**config.mk**
```make
export PLATFORM = sky130hd
export DESIGN_NAME = psum_requant_flat
export DESIGN_NICKNAME = d
export VERILOG_FILES = /design/src/rtl/psum_requant_if.sv /design/src/rtl/psum_requant.sv /design/src/flat_wrapper.sv
export SDC_FILE = /design/constraint.sdc
export NUM_CORES = 2
export LEC_CHECK = 0
export BUFFER_PORTS_ARGS = -buffer_cell sky130_fd_sc_hd__buf_4
export CORE_UTILIZATION = 45
export CTS_BUF_LIST = sky130_fd_sc_hd__clkbuf_4 sky130_fd_sc_hd__clkbuf_8 sky130_fd_sc_hd__clkbuf_16
export CTS_CLUSTER_DIAMETER = 150
export CTS_CLUSTER_SIZE = 28
export DETAILED_ROUTE_END_ITERATION = 7
export PLACE_DENSITY = 0.68
export SKIP_LAST_GASP = 1
export SLEW_MARGIN = 20
export SYNTH_ARGS = -nofsm -noshare
export SYNTH_HDL_FRONTEND = slang
export SYNTH_SLANG_ARGS = --single-unit
```
**constraint.sdc**
```tcl
create_clock -name clk -period 8 [get_ports clk]
set_input_delay 0 -clock clk [delete_from_list [all_inputs] [get_ports clk]]
set_output_delay 0 -clock clk [all_outputs]
set_load 0.02 [all_outputs]
```
**src/rtl/psum_requant_if.sv**
```systemverilog
// rtl/psum_requant_if.sv - int8 result stream toward the output SRAM writer
interface psum_requant_if;
  logic [7:0] out_data;
  logic       out_valid;
  logic       out_ready;

  modport master (output out_data, output out_valid, input out_ready);
  modport slave  (input out_data, input out_valid, output out_ready);
endinterface

```
**src/rtl/psum_requant.sv**
```systemverilog
// rtl/psum_requant.sv - accumulate PE partial sums, requantize to int8, buffer in a FIFO
module psum_requant #(
  parameter int ACC_LEN    = 9,
  parameter int FIFO_DEPTH = 4
) (
  input  logic               clk,
  input  logic               rst,
  input  logic               clear,
  input  logic [31:0]        opsum,
  input  logic               psum_valid,
  input  logic [15:0]        scale,
  input  logic [4:0]         shift,
  input  logic               relu_en,
  psum_requant_if.master     res,
  output logic               overflow,
  output logic [7:0]         grp_cnt
);
  localparam int AW = $clog2(FIFO_DEPTH);
  localparam logic [7:0] LAST = 8'(ACC_LEN - 1);

  logic signed [31:0] acc;
  logic signed [31:0] s1_sum;
  logic               s1_vld;

  logic signed [48:0] prod;
  logic signed [49:0] bias;
  logic signed [49:0] rnd;
  logic [7:0]         q;

  logic [7:0]    mem [FIFO_DEPTH];
  logic [AW-1:0] wr_ptr;
  logic [AW-1:0] rd_ptr;
  logic [AW:0]   count;
  logic          full;
  logic          pop;
  logic          push;

  assign prod = 49'(s1_sum) * 49'($signed({1'b0, scale}));

  // Round half up before the arithmetic shift; bias is zero when shift is 0.
  always_comb begin
    bias = '0;
    if (shift != 5'd0) bias[shift - 5'd1] = 1'b1;
    rnd = ($signed({prod[48], prod}) + bias) >>> shift;
    if (relu_en && rnd[49])        q = 8'h00;
    else if (rnd > 50'sd127)       q = 8'h7f;
    else if (rnd < -50'sd128)      q = 8'h80;
    else                           q = rnd[7:0];
  end

  assign full          = count == (AW+1)'(FIFO_DEPTH);
  assign pop           = (count != '0) && res.out_ready;
  assign push          = s1_vld && (!full || pop);
  assign res.out_valid = count != '0;
  assign res.out_data  = res.out_valid ? mem[rd_ptr] : 8'h00;

  always_ff @(posedge clk or negedge rst) begin
    if (!rst) begin
      acc      <= '0;
      grp_cnt  <= '0;
      s1_sum   <= '0;
      s1_vld   <= 1'b0;
      wr_ptr   <= '0;
      rd_ptr   <= '0;
      count    <= '0;
      overflow <= 1'b0;
    end else if (clear) begin
      acc      <= '0;
      grp_cnt  <= '0;
      s1_vld   <= 1'b0;
      wr_ptr   <= '0;
      rd_ptr   <= '0;
      count    <= '0;
      overflow <= 1'b0;
    end else begin
      if (psum_valid) begin
        if (grp_cnt == LAST) begin
          s1_sum  <= acc + opsum;
          s1_vld  <= 1'b1;
          acc     <= '0;
          grp_cnt <= '0;
        end else begin
          acc     <= acc + opsum;
          grp_cnt <= grp_cnt + 8'd1;
          s1_vld  <= 1'b0;
        end
      end else begin
        s1_vld <= 1'b0;
      end

      if (push) wr_ptr <= wr_ptr + AW'(1);
      if (pop)  rd_ptr <= rd_ptr + AW'(1);
      case ({push, pop})
        2'b10:   count <= count + (AW+1)'(1);
        2'b01:   count <= count - (AW+1)'(1);
        default: count <= count;
      endcase
      // No backpressure toward the PE: a result that cannot be stored is lost.
      if (s1_vld && !push) overflow <= 1'b1;
    end
  end

  always_ff @(posedge clk) begin
    if (push && !clear) mem[wr_ptr] <= q;
  end
endmodule
```
**src/flat_wrapper.sv**
```systemverilog
// flat-port wrapper written by rule: the top's interface ports become plain ports
module psum_requant_flat 
#(
  parameter int ACC_LEN    = 9,
  parameter int FIFO_DEPTH = 4
)
  (clk, rst, clear, opsum, psum_valid, scale, shift, relu_en, overflow, grp_cnt, res_out_data, res_out_valid, res_out_ready);
  psum_requant_if res_i ();
  input  logic clk;
  input  logic rst;
  input  logic clear;
  input  logic [31:0] opsum;
  input  logic psum_valid;
  input  logic [15:0] scale;
  input  logic [4:0] shift;
  input  logic relu_en;
  output logic overflow;
  output logic [7:0] grp_cnt;
  output wire logic [$bits(res_i.out_data)-1:0] res_out_data;
  output wire logic [$bits(res_i.out_valid)-1:0] res_out_valid;
  input wire logic [$bits(res_i.out_ready)-1:0] res_out_ready;
  assign res_out_data = res_i.out_data;
  assign res_out_valid = res_i.out_valid;
  assign res_i.out_ready = res_out_ready;
  psum_requant #(.ACC_LEN(ACC_LEN), .FIFO_DEPTH(FIFO_DEPTH)) u_core (.clk(clk), .rst(rst), .clear(clear), .opsum(opsum), .psum_valid(psum_valid), .scale(scale), .shift(shift), .relu_en(relu_en), .res(res_i), .overflow(overflow), .grp_cnt(grp_cnt));
endmodule
```
==> impl_results.rst <==
.. list-table::
   :header-rows: 1

   * - Metric
     - Value
   * - Result of the run
     - finished with violations
   * - Violations in the final reports
     - negative setup slack
   * - Class of the most critical hold timing path
     - input port to asynchronous set/reset pin
   * - Master cell of the clock root buffer
     - clkbuf_16
   * - Final min period
     - 8.28 ns
   * - Pin count of the biggest net entering global routing
     - 57
   * - Net Sw Power
     - 7400 uW
   * - Critical Path Max Stage Delay
     - 0.54 ns
   * - WHS
     - 0.0206 ns
   * - Total number of vias
     - 27,800
   * - Max FO, Critical Path
     - 7
   * - Final setup violation count
     - 28
   * - Required time worst endpoint
     - 8.17 ns
   * - FF+latch area
     - 3010 um^2
   * - Core Region
     - 67,800 um^2
   * - Post-route non-filler standard cell count
     - 4,953
   * - Cell mode on critical path
     - fa_1
   * - Total Routed Length
     - 97,000 um
   * - CTS clk-pin slew, worst paths
     - 0.07 ns
   * - Share of flip-flops with an asynchronous set or reset
     - 71.7%
   * - Final worst slack
     - -0.283 ns
   * - Worst slew margin relative to its limit
     - 45.0%
   * - Clock Sink Count
     - 113
   * - Die Outline Area
     - 70,100 um^2
   * - Data arrival time of the critical path
     - 8.45 ns
   * - Aggregate global-route resource usage
     - 28.5%
   * - Max-cap viol count
     - 0
   * - Antenna Nets Post-Route
     - 0
   * - Total power per unit cell area
     - 383 nW/um^2
   * - Fmax
     - 121 MHz
   * - Detail-routed net length per standard cell
     - 19.6 um
   * - Unrepaired setup endpoints after global routing
     - yes
   * - Largest family of logic cells by synthesized area
     - adder cells
   * - Max-slew violation count
     - 0
   * - Leakage power total
     - 0.0173 uW
   * - Pre-CTS setup slack
     - -0.786 ns
   * - Setup CP Type
     - register to register
   * - Number of cells traversed by the worst register-to-register path
     - 29
   * - Fraction of the mapped netlist area in compound gates
     - 13.6%
   * - Count of distinct cell types in the synthesized netlist
     - 122
   * - Total number of placement rows
     - 95
   * - Worst voltage drop across the vdd grid
     - 310 uV
   * - Portion of total power attributed to combinational logic
     - 89.4%
   * - Synthesized-area fraction occupied by and/or/nand/nor cells
     - 19.7%
   * - Per-instance average area after synthesis
     - 8.98 um^2
   * - Fill cell instance count of the final layout
     - 5,758
   * - Number of synthesized flops with an enable pin
     - 32
   * - Total power draw
     - 15,300 uW
   * - Part of the total power dissipated in the clock network
     - 5.6%
   * - Summed instance area of the synthesized netlist
     - 31,100 um^2
   * - Layout Area Growth over Synthesis
     - 28.3%
   * - Sw Ratio
     - 48.4%
   * - Ports
     - 77
   * - RePlAce Congestion
     - 0.999
   * - Category of the worst setup path capture point
     - register
   * - Most common cell after layout, fill and taps aside
     - buf_4
   * - Bufs on Longest Clock Path
     - 2
   * - Area taken by multi-input logic gates
     - 27,000 um^2
   * - Die X-Extent
     - 265 um
   * - R2R Setup Slk
     - -0.28 ns
   * - Synth Register Bits
     - 113
   * - Share of the yosys chip area belonging to registers
     - 9.62%
   * - Syn_nets
     - 4,200
   * - Latest clock arrival within the worst-skew pair
     - 0.48 ns
   * - Final Skew
     - 0.0301 ns
   * - Aggregate global routing overflow
     - 0
   * - I/O Buffers
     - 76
   * - Number of nets in the finished design
     - 4,809
   * - Commonest non-fill, non-tap cells in the layout
     - 702 x buf_4, 502 x fa_1, 500 x inv_1
   * - Number of antenna violations at the first check in global routing
     - 1
   * - 1st-pass router iterations
     - 6
   * - Post-synthesis share of cell area spent on full adders, half adders and majority gates
     - 40.2%
   * - Global-route wire length before repair
     - 158,000 um
   * - Startpoint Class
     - register
   * - Worst reg2reg endpoint
     - u_core.mem[2][1]$_DFFE_PP_
   * - Height of the die
     - 265 um
   * - Avg Vias per Cell
     - 5.61
   * - Share of cell area taken by muxes after synthesis
     - 5.50%
   * - Hold violation count in the final report
     - 0
   * - Share of layout cells above drive strength 1
     - 30.4%
   * - Number of clock buffers inserted by TritonCTS
     - 17
   * - Starting density of the core
     - 45.9%
   * - Cell-internal power
     - 7880 uW
   * - Vias in the first global route
     - 29,200
   * - Pin slew with the least headroom to its limit
     - 0.825 ns
   * - Post-route DRC
     - 0
   * - Number of inserted diodes
     - 0
   * - Primary flip-flop cell chosen by synthesis mapping
     - dfrtp_1
   * - Crit share post-route
     - 104%
   * - TritonCTS clock tree
     - yes
   * - Instance count of the mapped netlist
     - 3,458
   * - Standard cell with the maximum stage delay on the critical path
     - or4b_4
   * - Relative contribution of sequential cells to total power
     - 5.0%
   * - Startpoint of the worst register-to-register path
     - u_core.s1_sum[27]$_DFFE_PN0P_
   * - Fraction of synthesized cell area in xor and xnor cells
     - 2.02%
   * - Number of placed instances, taps included
     - 4,822
   * - Initial DRC count
     - 1,856
   * - Yosys Warn Count
     - 0
   * - Half-perimeter wire length after detailed placement
     - 78,100 um
   * - Number of levels the H-tree was split into
     - 4
[area by class of cell]
cell class                 count  share of cell area (%)
multi-input combinational   2646                    67.7
timing repair buffer         779                    15.6
sequential                   113                    7.55
inverter                     510                    4.81
tap                          873                    2.74
clock buffer                  23                    1.30
clock inverter                 9                   0.286
[through the flow]
| stage | instance area, um^2 | utilization (%) | TNS (ns) |
|---|---|---|---|
| CTS | 38700 | 57.2 | -6.21 |
| global route | 39900 | 58.8 | -14.68 |
| finish | 39900 | 58.8 | -7.47 |
| floorplan | 31100 | - | -0.0824 |
| detailed placement | 36500 | 53.8 | -21.64 |
| global placement | 36500 | 53.8 | -17.85 |
[sequential cells by signal, summed over array words and instances, names as in the netlist]
| name | count |
|---|---|
| u_core.grp_cnt | 8 |
| u_core.mem | 32 |
| u_core.wr_ptr | 2 |
| u_core.overflow | 1 |
| u_core.s1_sum | 32 |
| u_core.acc | 32 |
| u_core.rd_ptr | 2 |
| u_core.count | 3 |
| u_core.s1_vld | 1 |
[worst max path at each step]
stage,end,slack [ns],cells after the start,startpoint
floorplan,u_core.mem[0][0]$_DFFE_PP_,-0.02,26,u_core.s1_sum[31]$_DFFE_PN0P_
global placement,u_core.mem[2][0]$_DFFE_PP_,-0.65,26,u_core.s1_sum[13]$_DFFE_PN0P_
detailed placement,u_core.mem[0][0]$_DFFE_PP_,-0.79,26,u_core.s1_sum[13]$_DFFE_PN0P_
CTS,u_core.mem[2][2]$_DFFE_PP_,-0.24,29,u_core.s1_sum[20]$_DFFE_PN0P_
global route,u_core.mem[0][5]$_DFFE_PP_,-0.55,31,u_core.s1_sum[31]$_DFFE_PN0P_
finish,u_core.mem[2][1]$_DFFE_PP_,-0.28,29,u_core.s1_sum[27]$_DFFE_PN0P_
[Yosys cell counts, types with 12 or more instances]
library cell  count  share of area (%)
a211oi_1         36               0.87
a21o_1           32               0.77
a21oi_1         108                1.7
a22o_1           32               0.90
a31oi_1          22               0.44
and2_1          354                7.1
and3_1           22               0.44
buf_2            17               0.27
clkbuf_1        140                1.7
clkbuf_8         18               0.80
dfrtp_1          81                6.5
edfxtp_1         32                3.1
fa_1            526                 34
ha_1            157                6.3
inv_1           507                6.1
mux2_2           45                1.6
mux2i_1          51                1.6
mux4_2           28                2.0
nand2_1         349                4.2
nand2b_1         12               0.24
nand3_1          49               0.79
nand4_1          39               0.79
nor2_1          191                2.3
nor2b_1          14               0.28
nor3_1           50               0.81
nor4_1           19               0.38
o211ai_1         33               0.80
o21a_1           30               0.72
o21ai_0          90                1.4
o21ai_1          14               0.23
o221ai_1         16               0.45
o22ai_1          14               0.28
or3_1            13               0.26
xnor2_1          46                1.3
xor2_1           23               0.65
[power by group through the flow]
stage	logic (uW)	registers (uW)	clock network, uW
after floorplan	6300	763	0
after global placement	11100	775	0
after detailed placement	11200	775	0
after CTS	12500	764	872
after global routing	14600	768	893
final	13700	765	855
[cell families after synthesis]
kind of cell / Yosys count
buffers and inverters: 699
AO/OA/AOI/OAI: 582
other: 1
XOR/XNOR: 70
multiplexers: 127
flip-flops: 113
adder cells (fa/ha/maj): 683
AND/OR/NAND/NOR: 1183
[critical path, delay by kind of cell (launching register included)]
kind,cells,cell delay [ns]
AND/OR/NAND/NOR,8,1.75
adder cells (fa/ha/maj),7,3.19
AO/OA/AOI/OAI,4,0.75
multiplexers,1,0.53
flip-flops,1,0.49
buffers and inverters,9,1.27
[layer usage]
metal  up-vias  track usage (%)  routed length, um
met5         -                0                  8
met4         2             9.67               3020
met3       205             4.02               6420
met2       899             47.5              47000
met1     14000             38.1              40500
li1      12700                -                  -
[repair_timing]
item | 4_1_cts | 5_1_grt
hold buffers | 10 | 0
gates cloned | 0 | 0
setup buffers | 61 | 30
pin swaps | 139 | 131
endpoints found under the setup margin | 28 | 28
hold endpoints to repair | 43 | 0
resized for setup | 219 | 191
(Power assumes the default switching activity.)
